===== config.mk =====
export PLATFORM = sky130hd
export DESIGN_NAME = al422b_frame_reader
export DESIGN_NICKNAME = d
export VERILOG_FILES = /design/src/rtl/al422b_frame_reader.sv
export SDC_FILE = /design/constraint.sdc
export NUM_CORES = 1
export LEC_CHECK = 0
export ABC_AREA = 1
export BUFFER_PORTS_ARGS = -buffer_cell sky130_fd_sc_hd__buf_2
export CAP_MARGIN = 5
export CORE_MARGIN = 1
export CORE_UTILIZATION = 35
export DETAILED_ROUTE_END_ITERATION = 7
export SLEW_MARGIN = 30
export SYNTH_ARGS = -nofsm -noshare
export SYNTH_HDL_FRONTEND = slang
export SYNTH_SLANG_ARGS = --single-unit

===== constraint.sdc =====
create_clock -name clk -period 2.1 [get_ports clk]
set_input_delay 0.315 -clock clk [delete_from_list [all_inputs] [get_ports clk]]
set_output_delay 0.315 -clock clk [all_outputs]
set_load 0.05 [all_outputs]

===== src/rtl/al422b_frame_reader.sv =====
// AL422B frame reader: rewinds the FIFO read pointer, clocks out one frame byte by byte and
// hands each byte to the RPi over a 4-phase valid/ack handshake. Macro ACK_TIMEOUT_EN adds an ack timeout.
module al422b_frame_reader #(
   parameter int unsigned FRAME_BYTES    = 153600,
   parameter int unsigned CNT_W          = 18,
   parameter int unsigned RCLK_HALF      = 2,
   parameter int unsigned RRST_PULSES    = 2,
   parameter int unsigned TIMEOUT_CYCLES = 1000000
) (
   input  logic             clk,
   input  logic             reset_n,
   input  logic             frame_done,
   output logic             rclk,
   output logic             rrst,
   output logic             oe,
   input  logic [7:0]       d_in,
   output logic [7:0]       d_out,
   output logic             valid,
   input  logic             ack,
   output logic             busy,
   output logic             frame_err,
   output logic             dropped,
   output logic [3:0]       state_out,
   output logic [CNT_W-1:0] byte_cnt_out
);
   localparam int unsigned HALF_W = (RCLK_HALF > 1) ? $clog2(RCLK_HALF) : 1;
   localparam int unsigned IDX_W  = $clog2(2 * RRST_PULSES + 1);

   if (RCLK_HALF < 1 || RRST_PULSES < 1 || TIMEOUT_CYCLES < 1 ||
       (64'(1) << CNT_W) <= 64'(FRAME_BYTES)) begin : g_param_check
      $error("al422b_frame_reader: invalid parameter set");
   end

   typedef enum logic [3:0] {
      S_IDLE        = 4'd0,
      S_REWIND      = 4'd1,
      S_LEAD        = 4'd2,
      S_RCLK_HI     = 4'd3,
      S_RCLK_LO     = 4'd4,
      S_PRESENT     = 4'd5,
      S_WAIT_ACK_HI = 4'd6,
      S_WAIT_ACK_LO = 4'd7,
      S_DONE        = 4'd8
   } state_t;

   state_t            state_q, state_d;
   logic [HALF_W-1:0] half_q, half_d;
   logic [IDX_W-1:0]  idx_q, idx_d;
   logic              rclk_q, rclk_d;
   logic              rrst_q, rrst_d;
   logic              oe_q, oe_d;
   logic [7:0]        d_out_q, d_out_d;
   logic              valid_q, valid_d;
   logic              busy_q, busy_d;
   logic              dropped_q, dropped_d;
   logic [CNT_W-1:0]  cnt_q, cnt_d;
   logic              ack_meta_q, ack_meta_d;
   logic              ack_s_q, ack_s_d;
   logic              half_last;

`ifdef ACK_TIMEOUT_EN
   localparam int unsigned TO_W = $clog2(TIMEOUT_CYCLES + 1);
   logic [TO_W-1:0] to_cnt_q, to_cnt_d;
   logic            frame_err_q, frame_err_d;
`endif

   assign half_last = (half_q == HALF_W'(RCLK_HALF - 1));

   // Next-state and registered-output logic
   always_comb begin
      state_d    = state_q;
      half_d     = '0;
      idx_d      = idx_q;
      rclk_d     = rclk_q;
      rrst_d     = rrst_q;
      oe_d       = oe_q;
      d_out_d    = d_out_q;
      valid_d    = valid_q;
      busy_d     = busy_q;
      dropped_d  = 1'b0;
      cnt_d      = cnt_q;
      ack_meta_d = ack;
      ack_s_d    = ack_meta_q;
`ifdef ACK_TIMEOUT_EN
      to_cnt_d    = '0;
      frame_err_d = frame_err_q;
`endif

      if (frame_done && (state_q != S_IDLE)) begin
         dropped_d = 1'b1;
      end

      case (state_q)
         S_IDLE: begin
            if (frame_done) begin
               state_d = S_REWIND;
               busy_d  = 1'b1;
               oe_d    = 1'b0;
               cnt_d   = '0;
               rrst_d  = 1'b0;
               rclk_d  = 1'b0;
               idx_d   = '0;
            end
         end
         // Each rewind period is a low half then a high half, so rrst is set up before every rise
         S_REWIND: begin
            if (half_last) begin
               if (idx_q == IDX_W'(2 * RRST_PULSES - 1)) begin
                  state_d = S_LEAD;
                  idx_d   = '0;
                  rrst_d  = 1'b1;
                  rclk_d  = 1'b0;
               end else begin
                  idx_d  = idx_q + IDX_W'(1);
                  rclk_d = ~rclk_q;
               end
            end else begin
               half_d = half_q + HALF_W'(1);
            end
         end
         // Lead pulse with rrst released, bracketed by low halves: low, high, low
         S_LEAD: begin
            if (half_last) begin
               if (idx_q == IDX_W'(2)) begin
                  state_d = S_RCLK_HI;
                  idx_d   = '0;
                  rclk_d  = 1'b1;
               end else begin
                  idx_d  = idx_q + IDX_W'(1);
                  rclk_d = ~rclk_q;
               end
            end else begin
               half_d = half_q + HALF_W'(1);
            end
         end
         S_RCLK_HI: begin
            if (half_last) begin
               state_d = S_RCLK_LO;
               d_out_d = d_in;
               rclk_d  = 1'b0;
            end else begin
               half_d = half_q + HALF_W'(1);
            end
         end
         S_RCLK_LO: begin
            if (half_last) begin
               state_d = S_PRESENT;
            end else begin
               half_d = half_q + HALF_W'(1);
            end
         end
         S_PRESENT: begin
            state_d = S_WAIT_ACK_HI;
            valid_d = 1'b1;
         end
         S_WAIT_ACK_HI: begin
            if (ack_s_q) begin
               state_d = S_WAIT_ACK_LO;
               valid_d = 1'b0;
               if (cnt_q != CNT_W'(FRAME_BYTES)) begin
                  cnt_d = cnt_q + CNT_W'(1);
               end
            end
         end
         S_WAIT_ACK_LO: begin
            if (!ack_s_q) begin
               if (cnt_q < CNT_W'(FRAME_BYTES)) begin
                  state_d = S_RCLK_HI;
                  rclk_d  = 1'b1;
               end else begin
                  state_d = S_DONE;
                  oe_d    = 1'b1;
                  busy_d  = 1'b0;
               end
            end
         end
         S_DONE: begin
            state_d = S_IDLE;
         end
         default: begin
            state_d = S_IDLE;
         end
      endcase

`ifdef ACK_TIMEOUT_EN
      // Per-phase ack wait limit; handshake progress clears the counter
      if (((state_q == S_WAIT_ACK_HI) && !ack_s_q) ||
          ((state_q == S_WAIT_ACK_LO) && ack_s_q)) begin
         if (to_cnt_q == TO_W'(TIMEOUT_CYCLES - 1)) begin
            state_d     = S_IDLE;
            frame_err_d = 1'b1;
            valid_d     = 1'b0;
            oe_d        = 1'b1;
            busy_d      = 1'b0;
         end else begin
            to_cnt_d = to_cnt_q + TO_W'(1);
         end
      end
`endif
   end

   always_ff @(posedge clk or negedge reset_n) begin
      if (!reset_n) begin
         state_q     <= S_IDLE;
         half_q      <= '0;
         idx_q       <= '0;
         rclk_q      <= 1'b0;
         rrst_q      <= 1'b1;
         oe_q        <= 1'b1;
         d_out_q     <= '0;
         valid_q     <= 1'b0;
         busy_q      <= 1'b0;
         dropped_q   <= 1'b0;
         cnt_q       <= '0;
         ack_meta_q  <= 1'b0;
         ack_s_q     <= 1'b0;
`ifdef ACK_TIMEOUT_EN
         to_cnt_q    <= '0;
         frame_err_q <= 1'b0;
`endif
      end else begin
         state_q     <= state_d;
         half_q      <= half_d;
         idx_q       <= idx_d;
         rclk_q      <= rclk_d;
         rrst_q      <= rrst_d;
         oe_q        <= oe_d;
         d_out_q     <= d_out_d;
         valid_q     <= valid_d;
         busy_q      <= busy_d;
         dropped_q   <= dropped_d;
         cnt_q       <= cnt_d;
         ack_meta_q  <= ack_meta_d;
         ack_s_q     <= ack_s_d;
`ifdef ACK_TIMEOUT_EN
         to_cnt_q    <= to_cnt_d;
         frame_err_q <= frame_err_d;
`endif
      end
   end

   assign rclk         = rclk_q;
   assign rrst         = rrst_q;
   assign oe           = oe_q;
   assign d_out        = d_out_q;
   assign valid        = valid_q;
   assign busy         = busy_q;
   assign dropped      = dropped_q;
   assign state_out    = state_q;
   assign byte_cnt_out = cnt_q;
`ifdef ACK_TIMEOUT_EN
   assign frame_err    = frame_err_q;
`else
   assign frame_err    = 1'b0;
`endif

endmodule


# Word-level counts from Yosys, hierarchy flattened
# Cells that the tools add are included.
# totals
register_bits	42
latchBits	0
ram_bits	0
mem_bits_ro	0
inputBits	12
out_inout_bits	37
wordCells	103
memories	0
# op_classes
n_addsub	3
n_mul	0
div	0
order_cmp	1
n_eq_ne	22
n_shift	0
n_mux	45
bitwise_logic	1
reduce_logical	18
# ops
operator	n
2-to-1 mux 18 bit	3
2-to-1 mux 4 bit	10
case mux 18 bit (2 select lines)	1
case mux 4 bit (8 select lines)	1
inequality test 2 bit (second input constant)	12
2-to-1 mux 1 bit	19
adder 18 x 1 -> 18 bit (second input constant)	1
less-than comparator 18 bit (second input constant)	1
inequality test 18 bit (second input constant)	1
equality test 4 x 3 -> 1 bit (second input constant)	4
AND reduction 4 bit	4
2-to-1 mux 3 bit	5
case mux 3 bit (3 select lines)	1
AND reduction 9 bit	1
equality test 4 x 2 -> 1 bit (second input constant)	2
case mux 1 bit (2 select lines)	4
nonzero test 2 bit	4
AND reduction 7 bit	1
equality test 3 x 2 -> 1 bit (second input constant)	2
case mux 1 bit (5 select lines)	1
nonzero test 5 bit	1
equality test 4 x 1 -> 1 bit (second input constant)	1
zero test 4 bit	1
AND reduction 2 bit	2
other kinds (7)	7

# Longest topological paths before layout
# Gate-level depths: netlist of run 1.
# logic_depth
depth_word	4
mapped_depth	11
mapped_depth_nobuf	10

# Least setup slack after synthesis of run 1
# No wires, ideal clock.
# synth_path
path_type	reg-to-reg
from	reg cnt_q[0] (netlist: byte_cnt_out[0])
to	reg cnt_q[0] (netlist: byte_cnt_out[0])
setup_ns	0.118
arrival_time_ns	1.745
t_required_ns	1.982
slack_ns	0.237
stages_incl_launch_ff	12
n_path_buf	1
synth_period_minus_slack_ns	1.863
path_cell_list	dfrtp_1 inv_1 ha_1 nand2_1 nor2_1 nand3_1 nand2_2 nand2_4 nand2_8 buf_12 nand2_2 nand2_1
# synth_between
elab_chain_cells	4
elab_cells_between_ends	7
cone_classes	add/sub: 1; eq/ne: 2; mux: 3; reduce/logical: 1
# synth_rtl
item	line	source
from (decl)	56	logic [CNT_W-1:0] cnt_q, cnt_d;
from (signal assigned)	232	cnt_q <= cnt_d;
adder 18 x 1 -> 18 bit	161	cnt_d = cnt_q + CNT_W'(1);
2-to-1 mux 18 bit	160	if (cnt_q != CNT_W'(FRAME_BYTES)) begin
2-to-1 mux 18 bit	157	if (ack_s_q) begin
case mux 18 bit (2 select lines)	93	case (state_q)
# Parallel ways exist; a longest one is shown, timed or not. The select of a mux whose other input is x is not followed.
# A chain may end at the register's enable or synchronous reset.

# Final worst setup path of run 1
# layout_path
from	reg state_q[1] (netlist: state_out[1])
to	reg rclk_q (netlist: rclk)
# layout_between
elab_chain_cells	3
elab_cells_between_ends	14
cone_classes	eq/ne: 10; mux: 1; reduce/logical: 3
# layout_rtl
item	line	source
from (decl)	46	state_t state_q, state_d;
from (signal assigned)	222	state_q <= state_d;
equality test 4 x 3 -> 1 bit (tied with other cells)	93	
nonzero test 5 bit (no line) / inequality test 2 bit (equally long branches)	--	
AND reduction 7 bit (no line)	--	
to (signal assigned)	225	rclk_q <= rclk_d;
to (decl)	49	logic rclk_q, rclk_d;
# Parallel ways exist; a longest one is shown, timed or not.

==> results.ini, run 1 <==
[drt]
drtAntennaViolNets=0
drt_pass1_iterations=7
vias=2302
drt_iter0_drc=95
viasPerCell=4.69
wl_um=5990
drc=0
wl_per_cell_um=12.2

[timing]
rsz0062_at_grt=no
fin_crit_ps=1740
min_period_over_period=0.829
max_freq_ghz=0.574
finalSetupTns_ps=0
layout_setup_ws_ps=359
setup_viol=0
maxSlewViolCount=0
fin_skew_ps=7.95
max_slew_margin=0.632
tightest_slew_ps=552
finalHoldViolations=0

[place]
place_hpwl_um=4470
portBuffers=47
post_dp_cell_area_sq_um=2940
gp_congestion=0.878
place_ws_ps=381

[clock_tree]
clock-sinks=42
clkSlewWorstSetupHoldPaths_ps=90
cts_resized=0
cts_root_buffer=clkbuf_8
clk_latency_ps=300
cts_tree=yes
h-tree-depth=2
cts.path.max_buffers=2
post_cts_buffers=0
holdBufCountCts=0
cts_buffers=5

[final_layout]
multi_input_area_sq_um=1380
area_delta_synth_final_pct=16.4
fin_nets=410
num_antenna_cells=0
layout_common_cells=nand2_1 (106), nor2_1 (53), buf_2 (47)
filler_cell_count=765
register_area_sq_um=1050
final_common_cell=nand2_1
layout-drive-gt1-share=0.247
design_area_sq_um=3050

[power]
vdd_drop_max_uv=944
swShare=0.506
power.clock.fraction=0.167
leakagePower_uw=0.00148
p_sw_uw=1970
combinationalPowerShare=0.531
power_frac_seq=0.303
fin_total_pwr_uw=3900
p_int_uw=1930
power_density_nw_per_um2=1280

[synth]
synth.avg_cell_area_sq_um=7.69
synth_top_area_frac=0.383
ys.flop_type=dfrtp_1
synthCells=340
synth_edf_count=0
yosysUniqueCellTypes=40
synth_top_area_cell=dfrtp_1
yosysWarnings=0
ys_seq_area_frac=0.403
synthArstFlopShare=1.00
synth-seq-cells=42
synth_nets=359
synthesis.area_sq_um=2620
synth_area_leaders=dfrtp_1 (38%), nand2_1 (15%), nor2_1 (7.6%), inv_1 (4.0%), mux2_2 (3.4%)

[global_route]
grt_max_degree=43
grt_pass1_wl_um=10200
grt_antenna_before_repair=0
track_usage=0.167
grt_pass1_vias=2257
gr-total-overflow=0

[worst_setup_path]
slowest_delay_ps=530
end_kind=flop
worstPathRequired_ps=2270
critical_path_class=flop to flop
cp_slowest_cell=dfrtp_1
worst_path_most_repeated_cell=nand2_1
cp_cell_sequence=nand2_1 -> nor2_2 -> inv_1 -> nand2_1 -> nand2_1 -> nor3_1 -> o21ai_0
crit_fanout=8
arrival_ps=1910
startpoint_type=flop

[floorplan]
initial_core_util=0.361
die_x_um=88.5
ios=49
fp-row-count=31
die_h_um=88.5
dieArea_sq_um=7830
fp.coreArea_sq_um=7250

[run]
maxCapViolations=0

[worst_hold_path]
holdCritPathClass=input pin to async pin

[status]
outcome=completed

-- final timing paths --
check	slack (ps)	startpoint	end	depth (start not counted)
min in group clk	130	ack	ack_meta_q	1
max	360	state_out[1]	rclk	7
max in group asynchronous	1620	reset_n	rrst	2
min	80	reset_n	byte_cnt_out[2]	2
max reg2reg	360	state_out[1]	rclk	7
min reg2reg	350	ack_meta_q	ack_s_q	0
-- power by group through the flow --
stage	registers (uW)	clock network, uW	logic, uW
floorplan	1750	0	1170
global placement	1190	0	2070
detailed placement	1200	0	2080
CTS	1180	673	2090
global route	1210	703	2280
finish	1180	651	2070
-- state kept, by name, summed over array words and instances, names as in the netlist --
signal	count
ack_meta_q	1
ack_s_q	1
busy	1
byte_cnt_out	18
d_out	8
dropped	1
half_last	1
idx_q	3
oe	1
rclk	1
rrst	1
state_out	4
valid	1
-- cell families after synthesis --
kind of cell,after synthesis,synth area share
AOI/OAI and AO/OA,22,0.0521
buffers and inverters,38,0.0689
muxes,8,0.0344
DFF,42,0.403
xor gates and xnor gates,11,0.0368
adders and majority gates,7,0.0335
and+or+nand+nor,211,0.370
other,1,0.00143
-- cells in the mapped netlist, types with 2 or more instances --
master and n:
dfstp_2 2, a21oi_1 5, o21ai_1 4, nor2_1 53, buf_6 2, dfrtp_1 40
nand2_2 14, mux2_2 8, nor3_1 2, nand4_1 4, and2_1 2, inv_1 28
xnor2_1 3, xor2_1 8, nand2_4 2, ha_1 7, inv_2 4, nand3_1 17
nand2_1 106, o21ai_0 9
-- per-stage QoR --
| stage | util | std cells | hold WS [ps] |
|---|---|---|---|
| after global routing | 0.420 | 491 | 122 |
| after global placement | 0.405 | 483 | 334 |
| final | 0.420 | 491 | 76.0 |
| after floorplan | - | 340 | 19.4 |
| after CTS | 0.420 | 491 | 107 |
| after detailed placement | 0.405 | 483 | 337 |
-- routing by layer --
layer  global-route usage  routed length (um)
met4               0.0279                  40
met1                0.204                2680
met5                    0                   0
met2                0.308                3030
met3               0.0317                 236
-- cell type report --
class / instances / share of cell area
clock buffer: 5 / 0.0226
clock inverter: 3 / 0.0131
timing repair buffer: 49 / 0.0822
inverter: 33 / 0.0415
tap: 99 / 0.0407
multi-input combinational: 260 / 0.454
sequential: 42 / 0.346
-- worst max-delay path: cells and delay by family (launching register included) --
kind | cells | cell delay [ps]
flip-flops | 1 | 530
AND/OR/NAND/NOR | 5 | 840
buffers and inverters | 1 | 110
AO/OA/AOI/OAI | 1 | 130
Note: power is estimated with default switching activity, not from simulation.
==> run 2, diff against run 1 <==
Clock period 2.1 ns to 1.6 ns, I/O delays scaled along.
==> run 2 against run 1 <==
Net effect:
- total power rose by 40%
- register-to-register slack got worse by 300 ps
- combinational power rose by 53%
- final cell count rose by 5.3%
- first-iteration DRC count fell by 12%
- sequential cell count did not move
- via count rose by 3.7%
- sequential share of layout area fell by 2.6 points
- final area rose by 10%
- routed wire length rose by 2.9%
- core utilization rose by 4.4 points
- critical endpoint is now byte_cnt_out[0]
- largest cell class unchanged
- highest routed layer unchanged
==> results.ini, run 2 (synthesized netlist as in run 1, its figures left out) <==
[clock_tree]
cts_buffers=5  ; unchanged
cts_tree=yes
h-tree-depth=2  ; unchanged
clkSlewWorstSetupHoldPaths_ps=90  ; about the same
clk_latency_ps=300  ; about the same
clock-sinks=42  ; unchanged
cts_root_buffer=clkbuf_8
cts.path.max_buffers=2  ; unchanged

[floorplan]
fp-row-count=31  ; unchanged
ios=49  ; unchanged
dieArea_sq_um=7830  ; unchanged
fp.coreArea_sq_um=7250  ; unchanged
initial_core_util=0.361  ; unchanged
die_h_um=88.5  ; unchanged
die_x_um=88.5  ; unchanged

[final_layout]
layout_common_cells=nand2_1 (100), nor2_1 (50), buf_2 (47)
num_antenna_cells=0  ; unchanged
area_delta_synth_final_pct=28.6
final_core_util=0.464  ; +0.0438
multi_input_area_sq_um=1460  ; +5.9%
layout-drive-gt1-share=0.371  ; +0.123
final_common_cell=nand2_1
register_area_sq_um=1080  ; +2.3%
fin_nets=436  ; +6.3%
largest_register_ffs=18  ; unchanged
filler_cell_count=736  ; -3.8%

[place]
gp_congestion=0.871  ; -0.79%
portBuffers=47  ; unchanged
place_ws_ps=2.52  ; -379 ps
place_hpwl_um=4600  ; +2.9%

[timing]
max_freq_ghz=0.651  ; +13%
fin_crit_ps=1540  ; -204 ps
rsz0062_at_grt=yes
min_period_over_period=0.960  ; +0.131
maxSlewViolCount=0  ; unchanged
whs_ps=39.9  ; -36.2 ps
finalSetupTns_ps=0  ; unchanged
finalHoldViolations=0  ; unchanged
layout_setup_ws_ps=63.4  ; -296 ps
setup_viol=0  ; unchanged
fin_skew_ps=14.3  ; +6.31 ps

[drt]
wl_per_cell_um=11.9  ; -2.3%
drt_pass1_iterations=4  ; -3
viasPerCell=4.62  ; -1.5%
vias=2387  ; +3.7%
drc=0  ; unchanged
wl_um=6160  ; +2.9%
drtAntennaViolNets=0  ; unchanged
drt_iter0_drc=84  ; -12%

[power]
p_int_uw=2670  ; +39%
vdd_drop_max_uv=540  ; -43%
swShare=0.509  ; +0.00334
fin_total_pwr_uw=5450  ; +40%
leakagePower_uw=0.00159  ; +7.0%
power_density_nw_per_um2=1620  ; +26%
power_frac_seq=0.286  ; -0.017
combinationalPowerShare=0.582  ; +0.051
p_sw_uw=2770  ; +41%
power.clock.fraction=0.132  ; -0.035

[worst_setup_path]
cp_slowest_cell=dfrtp_2
crit_fanout=9  ; +1
cp_cell_sequence=buf_12 -> nor2_8 -> nand3_4 -> o21ai_4 -> inv_4 -> nand2_8 -> nand2_2 -> nand2_1
critical_path_class=flop to flop
cp_top_family=simple AND/OR/NAND/NOR gates
path_buf_inv=2  ; +1
arrival_ps=1770  ; -140 ps
slowest_delay_ps=450  ; -80 ps
end_kind=flop
startpoint_type=flop
worstPathRequired_ps=1830  ; -440 ps

[run]
maxCapViolations=0  ; unchanged

[worst_hold_path]
holdCritPathClass=input pin to flop

[global_route]
gr-total-overflow=0  ; unchanged
grt_max_degree=26  ; -40%
grt_antenna_before_repair=0  ; unchanged
grt_pass1_vias=2184  ; -3.2%
track_usage=0.158  ; -0.00922
grt_pass1_wl_um=9600  ; -6.0%

[status]
outcome=completed

[run 2: stage by stage]
| stage | std cells | area (sq um) |
|---|---|---|
| floorplan | 340 | 2650 |
| global placement | 496 | 3090 |
| detailed placement | 496 | 3090 |
| CTS | 507 | 3210 |
| global route | 517 | 3360 |
| finish | 517 | 3360 |
[run 2: final timing paths]
kind	depth (start not counted)	slack [ps]	end	start
setup / recovery	8	60	byte_cnt_out[0]	state_out[3]
setup reg to reg	8	60	byte_cnt_out[0]	state_out[3]
min in group asynchronous	2	410	byte_cnt_out[10]	reset_n
hold / removal	1	40	ack_meta_q	ack
hold reg to reg	0	360	ack_s_q	ack_meta_q
max in group asynchronous	3	640	oe	reset_n
[run 2: layout make-up]
| class | instances | area share |
|---|---|---|
| Tap cell | 99 | 0.0368 |
| Inverter | 33 | 0.0398 |
| Clock inverter | 3 | 0.00744 |
| Sequential cell | 42 | 0.320 |
| Multi-Input combinational cell | 262 | 0.435 |
| Timing Repair Buffer | 73 | 0.140 |
| Clock buffer | 5 | 0.0205 |
[run 2: timing repair]
action | in CTS | in global routing
setup buffers | 2 | 8
pin swaps | 0 | 5
resized for setup | 0 | 17
endpoints found under the setup margin | 3 | 23
cloned | 0 | 2
hold endpoints to repair | 17 | 0
hold buffers | 1 | 0
[run 2: power groups by stage]
stage | Combinational (uW) | Clock (uW) | Sequential (uW)
floorplan | 1540 | 0 | 2310
global placement | 2850 | 0 | 1580
detailed placement | 2880 | 0 | 1590
CTS | 2910 | 749 | 1560
global route | 3450 | 795 | 1590
finish | 3170 | 718 | 1560
[run 2: layer usage]
metal / wire [um] / track usage
met1: 2880 / 0.195
met2: 2980 / 0.273
met3: 246 / 0.0354
met4: 57 / 0.0513
met5: 0 / 0
==> run 3, diff against run 2 <==
Settings changed: CORE_UTILIZATION 35 to 50, PLACE_DENSITY set to 0.76.
==> run 3 against run 2 <==
Net effect:
- worst hold slack got worse by 2.2 ps
- sequential power is essentially flat
- global-route usage up 7.1 points
- register-to-register slack about the same
- final cell count fell by 8.1%
- largest cell class unchanged
==> results.ini, run 3 (synthesized netlist as in run 1, its figures left out) <==
[power]
swShare=0.516  ; +0.00702
leakagePower_uw=0.00153  ; -3.8%
power_density_nw_per_um2=1670  ; +3.3%
p_sw_uw=2750  ; -0.79%
combinationalPowerShare=0.571  ; -0.011
power_frac_seq=0.293  ; +0.007
p_int_uw=2580  ; -3.5%
power.clock.fraction=0.137  ; +0.005
vdd_drop_max_uv=892  ; +65%

[worst_setup_path]
r2r-end=busy
reg2reg_from=state_out[1]
endpoint=busy
worstPathRequired_ps=1790  ; -40 ps
startpoint_type=flop
r2r_cells=7  ; -1
critical_path_class=flop to flop
arrival_ps=1710  ; -60 ps
crit_start=state_out[1]
end_kind=flop
crit_fanout=8  ; -1
r2r_slack_ps=70  ; about the same

[global_route]
track_usage=0.229  ; +0.0710
grt_pass1_wl_um=9590  ; -0.14%
gr-total-overflow=0  ; unchanged
grt_max_degree=21  ; -19%
grt_antenna_before_repair=0  ; unchanged
grt_pass1_vias=2178  ; -0.27%

[floorplan]
die_x_um=74.3  ; -16%
die_h_um=74.3  ; -16%
initial_core_util=0.536  ; +0.175
dieArea_sq_um=5530  ; -29%
ios=49  ; unchanged
fp-row-count=25  ; -19%
fp.coreArea_sq_um=4880  ; -33%

[final_layout]
register_area_sq_um=1080  ; unchanged
multi_input_area_sq_um=1440  ; -1.5%
finalNonFillerCells=475  ; -8.1%
filler_cell_count=416  ; -43%
design_area_sq_um=3190  ; -5.2%
fin_nets=426  ; -2.3%
num_antenna_cells=0  ; unchanged
layout_common_cells=nand2_1 (105), nor2_1 (49), buf_2 (47)
final_common_cell=nand2_1
area_delta_synth_final_pct=21.8
layout-drive-gt1-share=0.346  ; -0.0252
largest_register_ffs=18  ; unchanged

[drt]
viasPerCell=5.12  ; +11%
drc=0  ; unchanged
wl_um=6000  ; -2.7%
drtAntennaViolNets=0  ; unchanged
wl_per_cell_um=12.6  ; +5.9%
drt_iter0_drc=161  ; +92%
vias=2434  ; +2.0%
drt_pass1_iterations=5  ; +1

[place]
post_dp_cell_area_sq_um=2980  ; -3.6%
gp_congestion=0.972  ; +12%
place_hpwl_um=4350  ; -5.5%
place_ws_ps=9.34  ; +6.82 ps
portBuffers=47  ; unchanged
dp_cells=458  ; -7.7%

[run]
maxCapViolations=0  ; unchanged

[clock_tree]
cts_buffers=5  ; unchanged
clk_latency_ps=310  ; about the same
cts_root_buffer=clkbuf_8
clock-sinks=42  ; unchanged
cts.path.max_buffers=2  ; unchanged
cts_tree=yes
clkSlewWorstSetupHoldPaths_ps=90  ; about the same
h-tree-depth=2  ; unchanged

[timing]
max_freq_ghz=0.655  ; +0.60%
setup_viol=0  ; unchanged
min_period_over_period=0.955  ; -0.00571
finalHoldViolations=0  ; unchanged
fin_crit_ps=1530  ; -9.13 ps
fin_skew_ps=13.3  ; -1.01 ps
layout_setup_ws_ps=72.5  ; +9.13 ps
whs_ps=37.7  ; -2.18 ps
rsz0062_at_grt=yes
maxSlewViolCount=0  ; unchanged

[worst_hold_path]
holdCritPathClass=input pin to flop

[status]
outcome=completed

-- run 3: layout make-up --
cell class                      count  share of cell area
Sequential cell                    42               0.338
Inverter                           33              0.0412
Multi-Input combinational cell    262               0.453
Tap cell                           67              0.0263
Clock buffer                        5              0.0216
Timing Repair Buffer               63               0.112
Clock inverter                      3             0.00785
-- run 3: worst max-delay path: stages (launching register included) --
cell and delay [ps]:
dfrtp_2 470, nand2_1 170, nor2_2 190, inv_1 90, nor2_1 190, o21ai_1 150, nand2_1 80, o21ai_0 70
-- run 3: metal layers --
layer	part of all wire	global-route usage	vias to the layer above
li1	-	-	1198
met1	0.44	0.291	1110
met2	0.47	0.390	112
met3	0.067	0.0434	14
met4	0.017	0.0839	0
met5	0	0	-
-- run 3: worst min-delay path by stage --
| stage | startpoint | end | slack (ps) | cells past startpoint |
|---|---|---|---|---|
| floorplan | reset_n | ack_meta_q | -60 | 0 |
| global placement | reset_n | busy | 120 | 1 |
| detailed placement | reset_n | busy | 130 | 1 |
| CTS | ack | ack_meta_q | 40 | 1 |
| global route | ack | ack_meta_q | 30 | 1 |
| finish | ack | ack_meta_q | 40 | 1 |
-- run 3: what timing repair did --
action | CTS | global route
buffers inserted | 0 | 6
pin swaps | 0 | 4
endpoints found under the hold margin | 10 | 0
gates cloned | 0 | 2
endpoints found under the setup margin | 3 | 23
gates resized for setup | 1 | 10
hold buffers | 1 | 0
-- run 3: through the flow --
stage / power (uW) / setup TNS [ps] / utilization
after detailed placement: 4330 / 0 / 0.611
final: 5330 / 0 / 0.653
after global placement: 4290 / 0 / 0.611
after floorplan: 3840 / 0 / -
after global routing: 5670 / -45.4 / 0.653
after CTS: 5070 / 0 / 0.633
-- run 3: power by group through the flow --
stage,clock network (uW),logic [uW],registers (uW)
3_5_place_dp,0,2750,1580
3_3_place_gp,0,2720,1570
4_1_cts,746,2760,1560
5_1_grt,789,3280,1600
6_report,730,3040,1560
2_1_floorplan,0,1540,2310
